===== src/rtl/patrol_movecollision.sv =====
// patrol_movecollision: fixed-point 2-D patrol mover for hazards and platforms.
// Position steps once per enabled frame inside a per-axis window, with bounce,
// wrap or dwell-then-bounce end behaviour and a reverse request from collision logic.
module patrol_movecollision #(
    parameter int unsigned CoordW      = 11,
    parameter int unsigned FpShift     = 6,
    parameter int          InitialX    = 192,
    parameter int          InitialY    = 64,
    parameter int          MinX        = 192,
    parameter int          MaxX        = 383,
    parameter int          MinY        = 64,
    parameter int          MaxY        = 64,
    parameter int          SpeedX      = 20,
    parameter int          SpeedY      = 0,
    parameter int unsigned Mode        = 0,   // 0 bounce, 1 wrap, 2 dwell
    parameter int unsigned DwellFrames = 30
) (
    input  logic              clk_i,
    input  logic              reset_n_i,      // active-high despite the legacy name
    input  logic              start_of_frame_i,
    input  logic              enable_i,
    input  logic              hit_i,
    output logic [CoordW-1:0] top_left_x_o,
    output logic [CoordW-1:0] top_left_y_o,
    output logic [CoordW-1:0] speed_x_o,
    output logic [CoordW-1:0] speed_y_o,
    output logic              moving_o,
    output logic              edge_pulse_o
);

    localparam int          FpMul     = 1 << FpShift;
    localparam int          MinXFp    = MinX * FpMul;
    localparam int          MaxXFp    = MaxX * FpMul;
    localparam int          MinYFp    = MinY * FpMul;
    localparam int          MaxYFp    = MaxY * FpMul;
    localparam int          InitXFp   = InitialX * FpMul;
    localparam int          InitYFp   = InitialY * FpMul;
    localparam bit          WrapMode  = (Mode == 1);
    localparam bit          DwellMode = (Mode == 2);
    // A degenerate window or zero speed pins the axis in place.
    localparam bit          PinX      = (MinX == MaxX) || (SpeedX == 0);
    localparam bit          PinY      = (MinY == MaxY) || (SpeedY == 0);
    localparam int unsigned CntW      = $clog2(DwellFrames + 1);

    typedef enum logic [0:0] {StMove, StDwell} state_e;

    typedef struct packed {
        logic [31:0] pos;
        logic [31:0] vel;
        logic        hit_edge;
    } step_t;

    state_e             state_q, state_d;
    logic signed [31:0] pos_x_q, pos_x_d, pos_y_q, pos_y_d;
    logic signed [31:0] vel_x_q, vel_x_d, vel_y_q, vel_y_d;
    logic [CntW-1:0]    cnt_q, cnt_d;
    logic               hit_pend_q, hit_pend_d;
    logic               edge_q, edge_d;

    logic               update;
    logic               flip;
    logic               dwell_trig;
    step_t              step_x, step_y;
    logic signed [31:0] pix_x, pix_y;

    // One frame step of a single axis; the clamped velocity always points back inside.
    function automatic step_t axis_step(
        input logic signed [31:0] pos,
        input logic signed [31:0] vel,
        input logic               flp,
        input logic signed [31:0] lo,
        input logic signed [31:0] hi,
        input logic               wrap,
        input logic               pinned
    );
        logic signed [31:0] v;
        logic signed [31:0] mag;
        logic signed [31:0] nxt;
        step_t              r;
        v          = flp ? -vel : vel;
        mag        = (v < 0) ? -v : v;
        nxt        = pos + v;
        r.pos      = nxt;
        r.vel      = v;
        r.hit_edge = 1'b0;
        if (pinned) begin
            r.pos = pos;
            r.vel = '0;
        end else if (wrap) begin
            if (nxt > hi) begin
                r.pos      = lo + (nxt - hi - 32'sd1);
                r.hit_edge = 1'b1;
            end else if (nxt < lo) begin
                r.pos      = hi - (lo - nxt - 32'sd1);
                r.hit_edge = 1'b1;
            end
        end else begin
            if (nxt >= hi) begin
                r.pos      = hi;
                r.vel      = -mag;
                r.hit_edge = 1'b1;
            end else if (nxt <= lo) begin
                r.pos      = lo;
                r.vel      = mag;
                r.hit_edge = 1'b1;
            end
        end
        return r;
    endfunction

    assign update = start_of_frame_i & enable_i;
    // A hit arriving with the frame strobe applies to that same update.
    assign flip   = hit_pend_q | hit_i;

    // Candidate per-axis results for this frame and whether X starts a dwell.
    always_comb begin
        step_x     = axis_step(pos_x_q, vel_x_q, flip, MinXFp, MaxXFp, WrapMode, PinX);
        step_y     = axis_step(pos_y_q, vel_y_q, flip, MinYFp, MaxYFp, WrapMode, PinY);
        dwell_trig = DwellMode & step_x.hit_edge;
    end

    // FSM state register.
    always_ff @(posedge clk_i or posedge reset_n_i) begin
        if (reset_n_i) begin
            state_q <= StMove;
        end else begin
            state_q <= state_d;
        end
    end

    // FSM next state: dwell entered from an X edge, left when the count runs out.
    always_comb begin
        state_d = state_q;
        unique case (state_q)
            StMove:  if (update && dwell_trig) state_d = StDwell;
            StDwell: if (update && (cnt_q <= CntW'(1))) state_d = StMove;
            default: state_d = StMove;
        endcase
    end

    // FSM outputs.
    always_comb begin
        moving_o = (state_q == StMove) & enable_i;
    end

    // Datapath next state: motion in MOVE, countdown in DWELL, hold otherwise.
    always_comb begin
        pos_x_d    = pos_x_q;
        pos_y_d    = pos_y_q;
        vel_x_d    = vel_x_q;
        vel_y_d    = vel_y_q;
        cnt_d      = cnt_q;
        hit_pend_d = hit_pend_q;
        edge_d     = 1'b0;
        unique case (state_q)
            StMove: begin
                if (update) begin
                    pos_x_d    = step_x.pos;
                    vel_x_d    = step_x.vel;
                    pos_y_d    = step_y.pos;
                    vel_y_d    = step_y.vel;
                    edge_d     = step_x.hit_edge | step_y.hit_edge;
                    hit_pend_d = 1'b0;
                    if (dwell_trig) cnt_d = CntW'(DwellFrames);
                end else if (hit_i) begin
                    hit_pend_d = 1'b1;
                end
            end
            StDwell: begin
                hit_pend_d = 1'b0;
                if (update) cnt_d = cnt_q - CntW'(1);
            end
            default: hit_pend_d = 1'b0;
        endcase
    end

    // Datapath registers.
    always_ff @(posedge clk_i or posedge reset_n_i) begin
        if (reset_n_i) begin
            pos_x_q    <= InitXFp;
            pos_y_q    <= InitYFp;
            vel_x_q    <= SpeedX;
            vel_y_q    <= SpeedY;
            cnt_q      <= '0;
            hit_pend_q <= 1'b0;
            edge_q     <= 1'b0;
        end else begin
            pos_x_q    <= pos_x_d;
            pos_y_q    <= pos_y_d;
            vel_x_q    <= vel_x_d;
            vel_y_q    <= vel_y_d;
            cnt_q      <= cnt_d;
            hit_pend_q <= hit_pend_d;
            edge_q     <= edge_d;
        end
    end

    // Arithmetic shift so negative positions floor.
    assign pix_x        = pos_x_q >>> FpShift;
    assign pix_y        = pos_y_q >>> FpShift;
    assign top_left_x_o = pix_x[CoordW-1:0];
    assign top_left_y_o = pix_y[CoordW-1:0];
    assign speed_x_o    = vel_x_q[CoordW-1:0];
    assign speed_y_o    = vel_y_q[CoordW-1:0];
    assign edge_pulse_o = edge_q;

    logic unused_bits;
    assign unused_bits = ^{pix_x[31:CoordW], pix_y[31:CoordW],
                           vel_x_q[31:CoordW], vel_y_q[31:CoordW]};

endmodule


===== config.mk =====
export PLATFORM = sky130hd
export DESIGN_NAME = patrol_movecollision
export DESIGN_NICKNAME = d
export VERILOG_FILES = /design/src/rtl/patrol_movecollision.sv
export SDC_FILE = /design/constraint.sdc
export NUM_CORES = 1
export LEC_CHECK = 0
export CAP_MARGIN = 40
export CORE_MARGIN = 2
export CORE_UTILIZATION = 40
export CTS_CLUSTER_DIAMETER = 50
export DETAILED_ROUTE_END_ITERATION = 8
export PLACE_DENSITY = 0.62
export SYNTH_ARGS = -nofsm -noshare
export SYNTH_HDL_FRONTEND = slang
export SYNTH_SLANG_ARGS = --single-unit

===== constraint.sdc =====
create_clock -name clk_i -period 8.6 [get_ports clk_i]
set_input_delay 0.86 -clock clk_i [delete_from_list [all_inputs] [get_ports clk_i]]
set_output_delay 0.86 -clock clk_i [all_outputs]
set_load 0.01 [all_outputs]

==> results.yml <==
worst_setup_path:
  r2r.worst_path.cells: 21
  critical-path-slowest-cell: "o31ai_4"
  cp-end-kind: "flop"
  crit_path_start_kind: "flop"
  crit_chain: "inv_1 > ha_1 > nor3b_1 > buf_4 > nand4_1 > o21ai_0 > xor2_1 > inv_1 > ha_1 > nand2_1 > o21ai_0 > nor3_1 > a211oi_1 > o221ai_1 > nor4_1 > o2111ai_1 > o31ai_4 > buf_4 > nand3_1 > a211oi_1 > a211oi_1"
  slowest_delay_ps: 890
  cp_max_fo: 16
  r2r_slack_ps: 1040
  path_class: "reg -> reg"
  timing.rr.start: "vel_x_q[3]"
  r2r-end: "vel_x_q[19]"
  worst-endpoint-required_ps: 8820
  arrival_ps: 7770
  critPathMostFrequentCell: "a211oi_1"
clocking:
  postCtsSetupBuffers: 0
  clock_sinks: 70
  clock_path_buffers: 2
  cts-resized-gates: 0
  cts_made_buffers: 9
  clkLatencyLatePin_ps: 350
  root_buffer: "clkbuf_16"
  cts_tree: "built"
  htreeDepth: 3
  hold_buffers: 0
  clk_pin_slew_ps: 70
logic_synthesis:
  synth.cell_area_mm2: 0.00899
  synthTopCellsByCount: "101 x nand2_1, 91 x nor2_1, 70 x xnor2_1"
  synth-seq-cells: 70
  synth_edf_count: 0
  synth_ff_type: "dfrtp_1"
  synth_cell_type_count: 95
  post-synth-top-count-cell: "nand2_1"
  yosys.area.top_type: "dfrtp_1"
  yosysTopAreaCellShare_pct: 18.4
  yosys-top-cells-area: "dfrtp_1 18%, xnor2_1 6.8%, ha_1 5.4%"
  ys_warn_count: 0
  syn_inst: 1181
  synth.avg_cell_area_um2: 7.62
  ys_seq_area_share_pct: 19.5
  async_flop_share_pct: 100
detailed_routing:
  totalWireLength_um: 29900
  drc: 0
  drt_iter0_drc: 920
  vias_per_cell: 6.43
  ant_nets: 0
  vias: 9205
  firstDrtPassIters: 5
  avgRoutedWirePerCell_um: 20.9
timing:
  fin_crit_sh_pct: 87.9
  finalClockSkew_ps: 9.55
  max_freq_mhz: 132
  worstMarginPinSlew_ps: 996
  whs_ps: 470
  slew_headroom_pct: 31.9
  tns_ps: 0
  rsz0062_at_grt: "false"
  slew_viol_final: 0
  finalSetupViolCount: 0
  fin_crit_ps: 7560
  hold_viol_final: 0
placed_design:
  numPortBuffers: 26
  gp_congestion: 0.981
  hpwl_um: 22300
floorplan:
  dieHeight_um: 154
  die_x_um: 154
  initial_core_util_pct: 41.0
  dieArea_mm2: 0.0237
  ios: 51
  fp-row-count: 54
  coreArea_mm2: 0.0220
min_path:
  hold_path.class: "reg -> reg"
  hold_end: "cnt_q[4]"
  hold_start: "cnt_q[4]"
  min_path_cells: 1
power_and_ir_drop:
  peakVddDrop_v: 0.000211
  p_per_area_mw_per_mm2: 411
  power_leakage_nw: 3.60
finish:
  nFillCells: 2207
  syn_to_final_growth_pct: 6.16
  nets: 1191
  n_antenna_cell: 0
  drive_gt1_share_pct: 7.73
grt:
  grt_pass1_vias: 8516
  grt.total_usage_pct: 25.0
  grt_remaining_overflow: 0
  grt_pass1_wl_um: 47500
  grt_max_degree: 72
  antenna_found_initial: 0
outcome:
  status: "complete, no violations"
run:
  drv_cap: 0
layout by cell type, fill, tap and decap left out, drive strengths merged, types with 9 or more instances in the layout:
cell and n:
o211ai 14, buf 19, inv 42, xor2 29, a41oi 13, a211oi 16
or3 12, dfrtp 66, nand3 36, nor3 55, a31oi 23, xnor2 72
nand4 30, clkbuf 11, clkdlybuf4s50 26, ha 39, mux2i 11, a21o 11
o31a 9, and3 14, o2111ai 9, o31ai 11, o21ai 70, a21oi 64
a2111oi 10, conb 24, or4 12, a22oi 11, nor4 31, and2 28
nand2 101, nor2 91, and4 12
sequential cells by signal (all words and copies together) (netlist names), named ones only:
name	count
state_q	1
hit_pend_q	1
cnt_q	5
vel_x_q	29
pos_x_q	32
edge_pulse_o	1
kinds of logic (layout without fill, tap and decap cells):
group                      Yosys count  in the layout  synth area share [%]
DFF                                 70             70                  19.5
buffers and inverters              155            104                  8.53
AOI/OAI and AO/OA                  341            341                  26.5
muxes                               16             16                  1.85
and+or+nand+nor                    457            457                  27.9
xor gates and xnor gates           101            101                  10.2
adders and majority gates           39             39                  5.42
other                                2             24                0.0835
critical path, delay by kind of cell, from the launching register on:
family	cells	cell delay [ps]
buffers and inverters	4	890
AOI/OAI and AO/OA	8	3460
DFF	1	490
adders and majority gates	2	750
and+or+nand+nor	6	1460
xor gates and xnor gates	1	350
worst max-delay path by stage:
stage	to	startpoint	slack, ps	depth (start not counted)
2_1_floorplan	vel_x_q[26]	flop	2650	23
3_3_place_gp	vel_x_q[21]	hit_i	1220	18
3_5_place_dp	vel_x_q[19]	hit_i	1170	18
4_1_cts	vel_x_q[19]	vel_x_q[3]	1200	21
5_1_grt	vel_x_q[19]	vel_x_q[3]	540	21
6_report	vel_x_q[19]	vel_x_q[3]	1040	21
layout make-up:
cell class                 count  area (um^2)  share of cell area (%)
multi-input combinational    978         6580                    68.9
sequential                    70         1760                    18.4
timing repair buffer          45          419                    4.39
tap                          280          350                    3.67
clock buffer                  11          243                    2.54
inverter                      43          163                    1.70
clock inverter                 5         33.8                   0.354
power breakdown:
part / leakage (nW) / internal, mW / switching (mW)
sequential: 0.895 / 0.413 / 0.203
clock: 0.132 / 0.204 / 0.171
combinational: 2.58 / 1.07 / 1.87
per-layer routing:
layer | vias to the layer above | global-route usage, % | part of all wire [%]
met4 | 0 | 7.48 | 2.2
met3 | 50 | 4.06 | 8.6
met1 | 4375 | 36.2 | 46
li1 | 4311 | - | -
met5 | - | 0 | 0
met2 | 469 | 38.0 | 43
metrics by stage:
stage	cells	utilization, %	setup WS (ps)	instance area (um^2)	total power [mW]
final	1432	43.5	1040	9550	3.93
after global routing	1432	43.5	537	9550	4.21
after CTS	1432	43.5	1200	9550	3.85
after detailed placement	1416	42.2	1170	9270	3.46
after global placement	1413	42.1	1220	9230	3.45
after floorplan	1203	-	2650	9080	2.75
Power figures use the tool's default switching activity.
